## src/rtl/lsu_pkg.sv

```systemverilog
// lsu_pkg: op encodings, op classification helpers, FSM state encoding and lane widths
package lsu_pkg;
    localparam logic [3:0] OP_LB  = 4'b0000;
    localparam logic [3:0] OP_LH  = 4'b0001;
    localparam logic [3:0] OP_LW  = 4'b0010;
    localparam logic [3:0] OP_LBU = 4'b0100;
    localparam logic [3:0] OP_LHU = 4'b0101;
    localparam logic [3:0] OP_SB  = 4'b1000;
    localparam logic [3:0] OP_SH  = 4'b1001;
    localparam logic [3:0] OP_SW  = 4'b1010;
    localparam int BYTE_W = 8;
    localparam int HALF_W = 16;
    localparam int WORD_W = 32;
    typedef enum logic [1:0] {S_IDLE, S_ACCESS, S_MERGE, S_RESP} state_e;
    function automatic logic is_load(input logic [3:0] op);
        return op inside {OP_LB, OP_LH, OP_LW, OP_LBU, OP_LHU};
    endfunction
    function automatic logic is_store(input logic [3:0] op);
        return op inside {OP_SB, OP_SH, OP_SW};
    endfunction
    function automatic logic is_legal(input logic [3:0] op);
        return is_load(op) | is_store(op);
    endfunction
    function automatic logic is_misaligned(input logic [3:0] op, input logic [1:0] a);
        return (op inside {OP_LH, OP_LHU, OP_SH} && a[0]) || (op inside {OP_LW, OP_SW} && a != 2'b00);
    endfunction
endpackage

```

## src/rtl/lsu_mem_master_if.sv

```systemverilog
// lsu_mem_master_if: MEM-stage request/response handshake plus data RAM port
interface lsu_mem_master_if #(
    parameter int ADDRESS_SIZE  = 32,
    parameter int DATA_SIZE     = 32,
    parameter int RAM_ADDR_BITS = 8
);
    logic                     i_req_valid;
    logic                     o_req_ready;
    logic [3:0]               i_op;
    logic [ADDRESS_SIZE-1:0]  i_addr;
    logic [DATA_SIZE-1:0]     i_wdata;
    logic                     o_resp_valid;
    logic [DATA_SIZE-1:0]     o_rdata;
    logic                     o_exc;
    logic [RAM_ADDR_BITS-1:0] o_ram_addr;
    logic [DATA_SIZE-1:0]     o_ram_wdata;
    logic                     o_ram_w_enable;
    logic [DATA_SIZE-1:0]     i_ram_rdata;
    modport master (
        input  i_req_valid, i_op, i_addr, i_wdata, i_ram_rdata,
        output o_req_ready, o_resp_valid, o_rdata, o_exc, o_ram_addr, o_ram_wdata, o_ram_w_enable
    );
    modport slave (
        output i_req_valid, i_op, i_addr, i_wdata, i_ram_rdata,
        input  o_req_ready, o_resp_valid, o_rdata, o_exc, o_ram_addr, o_ram_wdata, o_ram_w_enable
    );
endinterface

```

## src/rtl/lsu_lane_merge.sv

```systemverilog
// lsu_lane_merge: little-endian lane extract/extend for loads and lane insert for SB/SH
module lsu_lane_merge
    import lsu_pkg::*;
(
    input  logic [3:0]        op,
    input  logic [1:0]        lane,
    input  logic [WORD_W-1:0] word,
    input  logic [WORD_W-1:0] wdata,
    output logic [WORD_W-1:0] load_ext,
    output logic [WORD_W-1:0] merged
);
    logic [4:0]        bsh;
    logic [4:0]        hsh;
    logic [BYTE_W-1:0] b;
    logic [HALF_W-1:0] h;
    always_comb begin
        bsh = {lane, 3'b000};
        hsh = {lane[1], 4'b0000};
        b = BYTE_W'(word >> bsh);
        h = HALF_W'(word >> hsh);
        load_ext = op == OP_LB  ? {{24{b[7]}}, b} :
                   op == OP_LBU ? {24'b0, b} :
                   op == OP_LH  ? {{16{h[15]}}, h} :
                   op == OP_LHU ? {16'b0, h} :
                   op == OP_LW  ? word : '0;
        merged = op == OP_SB ? (word & ~(32'hFF << bsh)) | ({24'b0, wdata[7:0]} << bsh) :
                 op == OP_SH ? (word & ~(32'hFFFF << hsh)) | ({16'b0, wdata[15:0]} << hsh) : wdata;
    end
endmodule

```

## src/rtl/lsu_mem_master.sv

```systemverilog
// lsu_mem_master: MIPS load/store initiator to a word RAM with RMW sub-word stores.
// Define LSU_MISALIGN_TRAP_EN to trap misaligned LH/LHU/SH/LW/SW instead of aligning down.
module lsu_mem_master
    import lsu_pkg::*;
#(
    parameter int ADDRESS_SIZE  = 32,
    parameter int DATA_SIZE     = 32,
    parameter int RAM_ADDR_BITS = 8
) (
    input logic clk,
    input logic rst,
    lsu_mem_master_if.master bus
);
    state_e                   st, st_nx;
    logic [3:0]               op_q;
    logic [RAM_ADDR_BITS+1:0] addr_q;
    logic [WORD_W-1:0]        wdata_q;
    logic [WORD_W-1:0]        data_q;
    logic                     exc_q;
    logic                     accept;
    logic                     trap_now;
    logic [WORD_W-1:0]        load_ext;
    logic [WORD_W-1:0]        merged;
    assign accept = bus.i_req_valid & bus.o_req_ready;
`ifdef LSU_MISALIGN_TRAP_EN
    assign trap_now = is_legal(bus.i_op) & is_misaligned(bus.i_op, bus.i_addr[1:0]);
`else
    assign trap_now = 1'b0;
`endif
    // MERGE works on the word captured in ACCESS; loads extend the live RAM word
    lsu_lane_merge u_lane (
        .op       (op_q),
        .lane     (addr_q[1:0]),
        .word     (st == S_MERGE ? data_q : bus.i_ram_rdata),
        .wdata    (wdata_q),
        .load_ext (load_ext),
        .merged   (merged)
    );
    always_ff @(posedge clk or posedge rst)
        if (rst) st <= S_IDLE;
        else     st <= st_nx;
    always_comb begin
        st_nx = st;
        case (st)
            S_IDLE:   if (accept) st_nx = trap_now ? S_RESP : S_ACCESS;
            S_ACCESS: st_nx = (op_q == OP_SB || op_q == OP_SH) ? S_MERGE : S_RESP;
            S_MERGE:  st_nx = S_RESP;
            default:  st_nx = S_IDLE;
        endcase
    end
    always_ff @(posedge clk or posedge rst)
        if (rst) begin
            op_q    <= '0;
            addr_q  <= '0;
            wdata_q <= '0;
            data_q  <= '0;
            exc_q   <= 1'b0;
        end else begin
            if (accept) begin
                op_q    <= bus.i_op;
                addr_q  <= bus.i_addr[RAM_ADDR_BITS+1:0];
                wdata_q <= bus.i_wdata;
                exc_q   <= ~is_legal(bus.i_op) | trap_now;
            end
            if (st == S_ACCESS) data_q <= is_load(op_q) ? load_ext : bus.i_ram_rdata;
        end
    always_comb begin
        bus.o_req_ready    = (st == S_IDLE) & ~rst;
        bus.o_resp_valid   = st == S_RESP;
        bus.o_exc          = (st == S_RESP) & exc_q;
        bus.o_rdata        = (st == S_RESP && is_load(op_q) && !exc_q) ? data_q : '0;
        bus.o_ram_w_enable = (st == S_ACCESS && op_q == OP_SW) || st == S_MERGE;
        bus.o_ram_wdata    = st == S_MERGE ? merged : (st == S_ACCESS && op_q == OP_SW) ? wdata_q : '0;
        bus.o_ram_addr     = ((st == S_ACCESS || st == S_MERGE) && is_legal(op_q)) ? addr_q[RAM_ADDR_BITS+1:2] : '0;
    end
endmodule
```

## src/flat_wrapper.sv

```systemverilog
// flat-port wrapper written by rule: the top's interface ports become plain ports
module lsu_mem_master_flat import lsu_pkg::*;
#(
    parameter int ADDRESS_SIZE  = 32,
    parameter int DATA_SIZE     = 32,
    parameter int RAM_ADDR_BITS = 8
)
  (clk, rst, bus_i_req_valid, bus_i_op, bus_i_addr, bus_i_wdata, bus_i_ram_rdata, bus_o_req_ready, bus_o_resp_valid, bus_o_rdata, bus_o_exc, bus_o_ram_addr, bus_o_ram_wdata, bus_o_ram_w_enable);
  lsu_mem_master_if #(.ADDRESS_SIZE(ADDRESS_SIZE), .DATA_SIZE(DATA_SIZE), .RAM_ADDR_BITS(RAM_ADDR_BITS)) bus_i ();
  input logic clk;
  input logic rst;
  input wire logic [$bits(bus_i.i_req_valid)-1:0] bus_i_req_valid;
  input wire logic [$bits(bus_i.i_op)-1:0] bus_i_op;
  input wire logic [$bits(bus_i.i_addr)-1:0] bus_i_addr;
  input wire logic [$bits(bus_i.i_wdata)-1:0] bus_i_wdata;
  input wire logic [$bits(bus_i.i_ram_rdata)-1:0] bus_i_ram_rdata;
  output wire logic [$bits(bus_i.o_req_ready)-1:0] bus_o_req_ready;
  output wire logic [$bits(bus_i.o_resp_valid)-1:0] bus_o_resp_valid;
  output wire logic [$bits(bus_i.o_rdata)-1:0] bus_o_rdata;
  output wire logic [$bits(bus_i.o_exc)-1:0] bus_o_exc;
  output wire logic [$bits(bus_i.o_ram_addr)-1:0] bus_o_ram_addr;
  output wire logic [$bits(bus_i.o_ram_wdata)-1:0] bus_o_ram_wdata;
  output wire logic [$bits(bus_i.o_ram_w_enable)-1:0] bus_o_ram_w_enable;
  assign bus_i.i_req_valid = bus_i_req_valid;
  assign bus_i.i_op = bus_i_op;
  assign bus_i.i_addr = bus_i_addr;
  assign bus_i.i_wdata = bus_i_wdata;
  assign bus_i.i_ram_rdata = bus_i_ram_rdata;
  assign bus_o_req_ready = bus_i.o_req_ready;
  assign bus_o_resp_valid = bus_i.o_resp_valid;
  assign bus_o_rdata = bus_i.o_rdata;
  assign bus_o_exc = bus_i.o_exc;
  assign bus_o_ram_addr = bus_i.o_ram_addr;
  assign bus_o_ram_wdata = bus_i.o_ram_wdata;
  assign bus_o_ram_w_enable = bus_i.o_ram_w_enable;
  lsu_mem_master #(.ADDRESS_SIZE(ADDRESS_SIZE), .DATA_SIZE(DATA_SIZE), .RAM_ADDR_BITS(RAM_ADDR_BITS)) u_core (.clk(clk), .rst(rst), .bus(bus_i));
endmodule
```

## config.mk

```make
export PLATFORM = sky130hd
export DESIGN_NAME = lsu_mem_master_flat
export DESIGN_NICKNAME = d
export VERILOG_FILES = /design/src/rtl/lsu_pkg.sv /design/src/rtl/lsu_mem_master_if.sv /design/src/rtl/lsu_lane_merge.sv /design/src/rtl/lsu_mem_master.sv /design/src/flat_wrapper.sv
export SDC_FILE = /design/constraint.sdc
export NUM_CORES = 1
export LEC_CHECK = 0
export CORE_UTILIZATION = 42
export CTS_CLUSTER_DIAMETER = 100
export DETAILED_ROUTE_END_ITERATION = 8
export PLACE_DENSITY = 0.86
export SETUP_SLACK_MARGIN = 0.05
export SYNTH_ARGS = -nofsm -noshare
export SYNTH_HDL_FRONTEND = slang
export SYNTH_SLANG_ARGS = --single-unit
```

## constraint.sdc

```tcl
create_clock -name clk -period 2.6 [get_ports clk]
set_input_delay 0.52 -clock clk [delete_from_list [all_inputs] [get_ports clk]]
set_output_delay 0.52 -clock clk [all_outputs]
set_load 0.02 [all_outputs]
```

==> run summary <==
===============================================================================
Initial antenna violation count ..................................            0
Vias in the first global route ...................................         6166
CTS tree .........................................................         done
Fraction of the yosys area taken by sequential cells .............        0.376
Static Leak ......................................................      4.07 nW
Asr flop ratio synth .............................................         1.00
Count of pins over their slew limit ..............................            0
Hold endpoint .................................................... u_core.addr_q[9]
Total die area ...................................................  13300 sq um
Number of DRC markers after the initial detailed-route iteration .          752
Number of standard cells after synthesis .........................          652
Clk buf depth ....................................................            2
First drt pass iteration count ...................................            6
Layout area overhead .............................................        68.4%
Hold Crit Depth ..................................................            2
Setup slack at placement .........................................      -316 ps
Chip height ......................................................       115 um
Std-Cell Rows ....................................................           41
Post-route worst setup slack .....................................      -143 ps
Total Routed Length ..............................................      23.3 mm
RSZ-0062 raised after global routing .............................          yes
Actual transition at the worst max-transition pin ................       792 ps
Worst hold path class ............................................   reg -> reg
Fraction of power spent switching nets ...........................        0.462
Worst path arrival time ..........................................      2220 ps
X dimension of the die ...........................................       115 um
Number of synthesized register bits ..............................           81
Top-count cell post-synth ........................................      nand2_1
Net switching power of the design ................................      6.10 mW
Origin of the worst min-delay path ............................... u_core.addr_q[9]
Failing checks ................................................... negative setup slack
Top flip-flop cell by instance count after synthesis .............      dfrtp_1
First-pass GRT wire length .......................................      33.1 mm
H-tree lvl count .................................................            3
Crit path cell chain ............................................. inv_2, ha_4, buf_12, buf_16, buf_8, mux2_4, mux2i_1, o22ai_2, buf_6
Area fraction of the dominant cell type after synthesis ..........        0.376
Clock skew .......................................................      6.44 ps
# diodes .........................................................            0
Proportion of power drawn by flip-flops and latches ..............        0.190
Average cell area after synthesis ................................   8.26 sq um
Cell type with the largest total area after synthesis ............      dfrtp_1
Half-perimeter wire length after detailed placement ..............      14.1 mm
Clock net sink count .............................................           81
Share of power burned in combinational logic .....................        0.695
Ratio of routed vias to standard cells ...........................         6.19
Reg-to-Reg Start ................................................. u_core.st[0]
Nets .............................................................          989
Rel. slew slack ..................................................        0.467
Maximum achievable frequency .....................................    0.365 GHz
Worst reg2reg path endpoint ...................................... u_core.data_q[7]
CP Capture Type ..................................................  output port
Total of warnings raised by yosys ................................            0
Routed via count .................................................         6546
Total clock buffers created by CTS ...............................            9
Clock power frac .................................................        0.115
Overall power consumption ........................................      13.2 mW
DRC violations left ..............................................            0
Number of nets with antenna violations after routing .............            0
Post-place instance area .........................................   7700 sq um
FF-to-FF setup slack .............................................       -70 ps
Worst setup path category ........................................   reg -> out
Largest net degree at the start of global routing ................           72
Time the worst path needs with I/O delays and setup ..............      2740 ps
Delay contributed by the slowest stage of the critical path ......       390 ps
Count of pins on the block boundary ..............................          179
Min Hold Slack ...................................................       465 ps
Period utilization ...............................................         1.06
Per-cell routed wire length ......................................      22.1 um
Peak supply drop .................................................     0.710 mV
Area of the core .................................................  12600 sq um
Internal portion of total power ..................................      7.11 mW
Final TNS setup ..................................................     -2140 ps
Largest cells by area after synthesis ............................ dfrtp_1 (38%), nand2_1 (11%), o22ai_1 (5.3%), a21oi_1 (4.9%), and2_1 (4.8%)
Final Hold Viols .................................................            0
Cell types with the highest counts after synthesis ............... nand2_1 (163), dfrtp_1 (81), a21oi_1 (53), clkbuf_1 (49), o22ai_1 (46)
Post-synth EDFFs .................................................            0
Final design area excluding fillers ..............................   9070 sq um
Crit path buf inv count ..........................................            5
Synth unique cells ...............................................           53
Final global-route overflow total ................................            0
Worst-path clk slew ..............................................        60 ps
Largest delay share family, worst path ........................... buffers and inverters
WP data required .................................................      2080 ps
Total global routing track utilization ...........................        0.332
Max-cap check violation count ....................................            0
Crit-path slowest cell ...........................................      dfrtp_1
Type of origin of the critical path ..............................     register
Post-synth design cell area ......................................   5390 sq um
# setup viols final ..............................................           44
Reg2reg path depth ...............................................            8
Master cell of the clock root buffer .............................    clkbuf_16
Total nets after synthesis .......................................          760
Power density over the cells ..................................... 1460 nW/um^2
Worst-path fanout max ............................................            6
Worst-skew pair later-pin latency ................................       350 ps
Status ........................................................... finished, violations left
Initial Utilization ..............................................        0.429
Share of cells above drive strength 1 ............................        0.378
Routability cong. ................................................        0.963
Count of input and output buffers ................................          156
===============================================================================
[registers in the layout, indices dropped and copies added (netlist names)]
signal          flops
u_core.data_q      32
u_core.wdata_q     32
u_core.addr_q      10
u_core.op_q         4
u_core.st           2
u_core.exc_q        1
[logic make-up after synthesis]
| kind of cell | after synthesis | synth area share |
|---|---|---|
| mux | 48 | 0.0996 |
| compound gates | 196 | 0.248 |
| buf+inv | 64 | 0.0464 |
| simple gates | 258 | 0.219 |
| flops | 81 | 0.376 |
| fa+ha+maj | 5 | 0.0116 |
[worst min-delay path, cell delays in order (launching register included)]
cell	delay [ps]
dfrtp_1	330
nand2_1	50
nand2_1	50
[layer usage]
| layer | part of all wire | vias up | track usage |
|---|---|---|---|
| li1 | - | 2807 | - |
| met2 | 0.44 | 510 | 0.514 |
| met3 | 0.12 | 132 | 0.0875 |
| met1 | 0.38 | 3097 | 0.422 |
| met5 | 0 | - | 0 |
| met4 | 0.061 | 0 | 0.185 |
[power by group through the flow]
stage | clock network (mW) | registers [mW] | logic, mW
floorplan | 0 | 2.19 | 4.09
global placement | 0 | 2.35 | 6.64
detailed placement | 0 | 2.38 | 6.75
CTS | 1.53 | 2.41 | 7.97
global route | 1.58 | 2.56 | 9.59
finish | 1.52 | 2.51 | 9.19
[metrics by stage]
step           instances  utilization
3_5_place_dp        1003        0.613
4_1_cts             1049        0.689
2_1_floorplan        652            -
3_3_place_gp        1003        0.613
6_report            1058        0.722
5_1_grt             1058        0.722
[cell usage in the layout, fill, tap and decap left out, types with 14 or more instances in the layout]
cell type	n
o22ai_1	32
nand2_1	159
nor2_1	14
a21oi_1	19
clkdlybuf4s50_1	81
mux2i_1	17
mux2_4	19
a21oi_2	28
buf_2	16
buf_6	38
a22o_1	16
buf_4	112
dfrtp_1	81
and2_1	40
[how the worst max path moves through the flow]
stage	slack (ps)	from	end	cells after the start
floorplan	60	u_core.st[0]	bus_o_ram_wdata[14]	8
global placement	-270	u_core.st[0]	bus_o_ram_wdata[30]	7
detailed placement	-320	u_core.st[0]	bus_o_ram_wdata[30]	7
CTS	-120	u_core.st[0]	bus_o_ram_wdata[13]	10
global route	-220	u_core.st[0]	bus_o_ram_wdata[18]	9
finish	-140	u_core.st[0]	bus_o_ram_wdata[18]	9
[what timing repair did]
item,in CTS,in global routing
setup buffers,25,11
pin swaps,35,21
resized for setup,431,113
endpoints found under the setup margin,91,93
hold buffers,0,0
cloned,5,1
[final cells by class]
type,count,area (sq um)
multi-input combinational,507,3830
fill,831,3500
timing repair buffer,271,2600
sequential,81,2030
clock buffer,10,239
tap,172,215
clock inverter,6,113
inverter,11,48.8
Note: power is estimated with default switching activity, not from simulation.
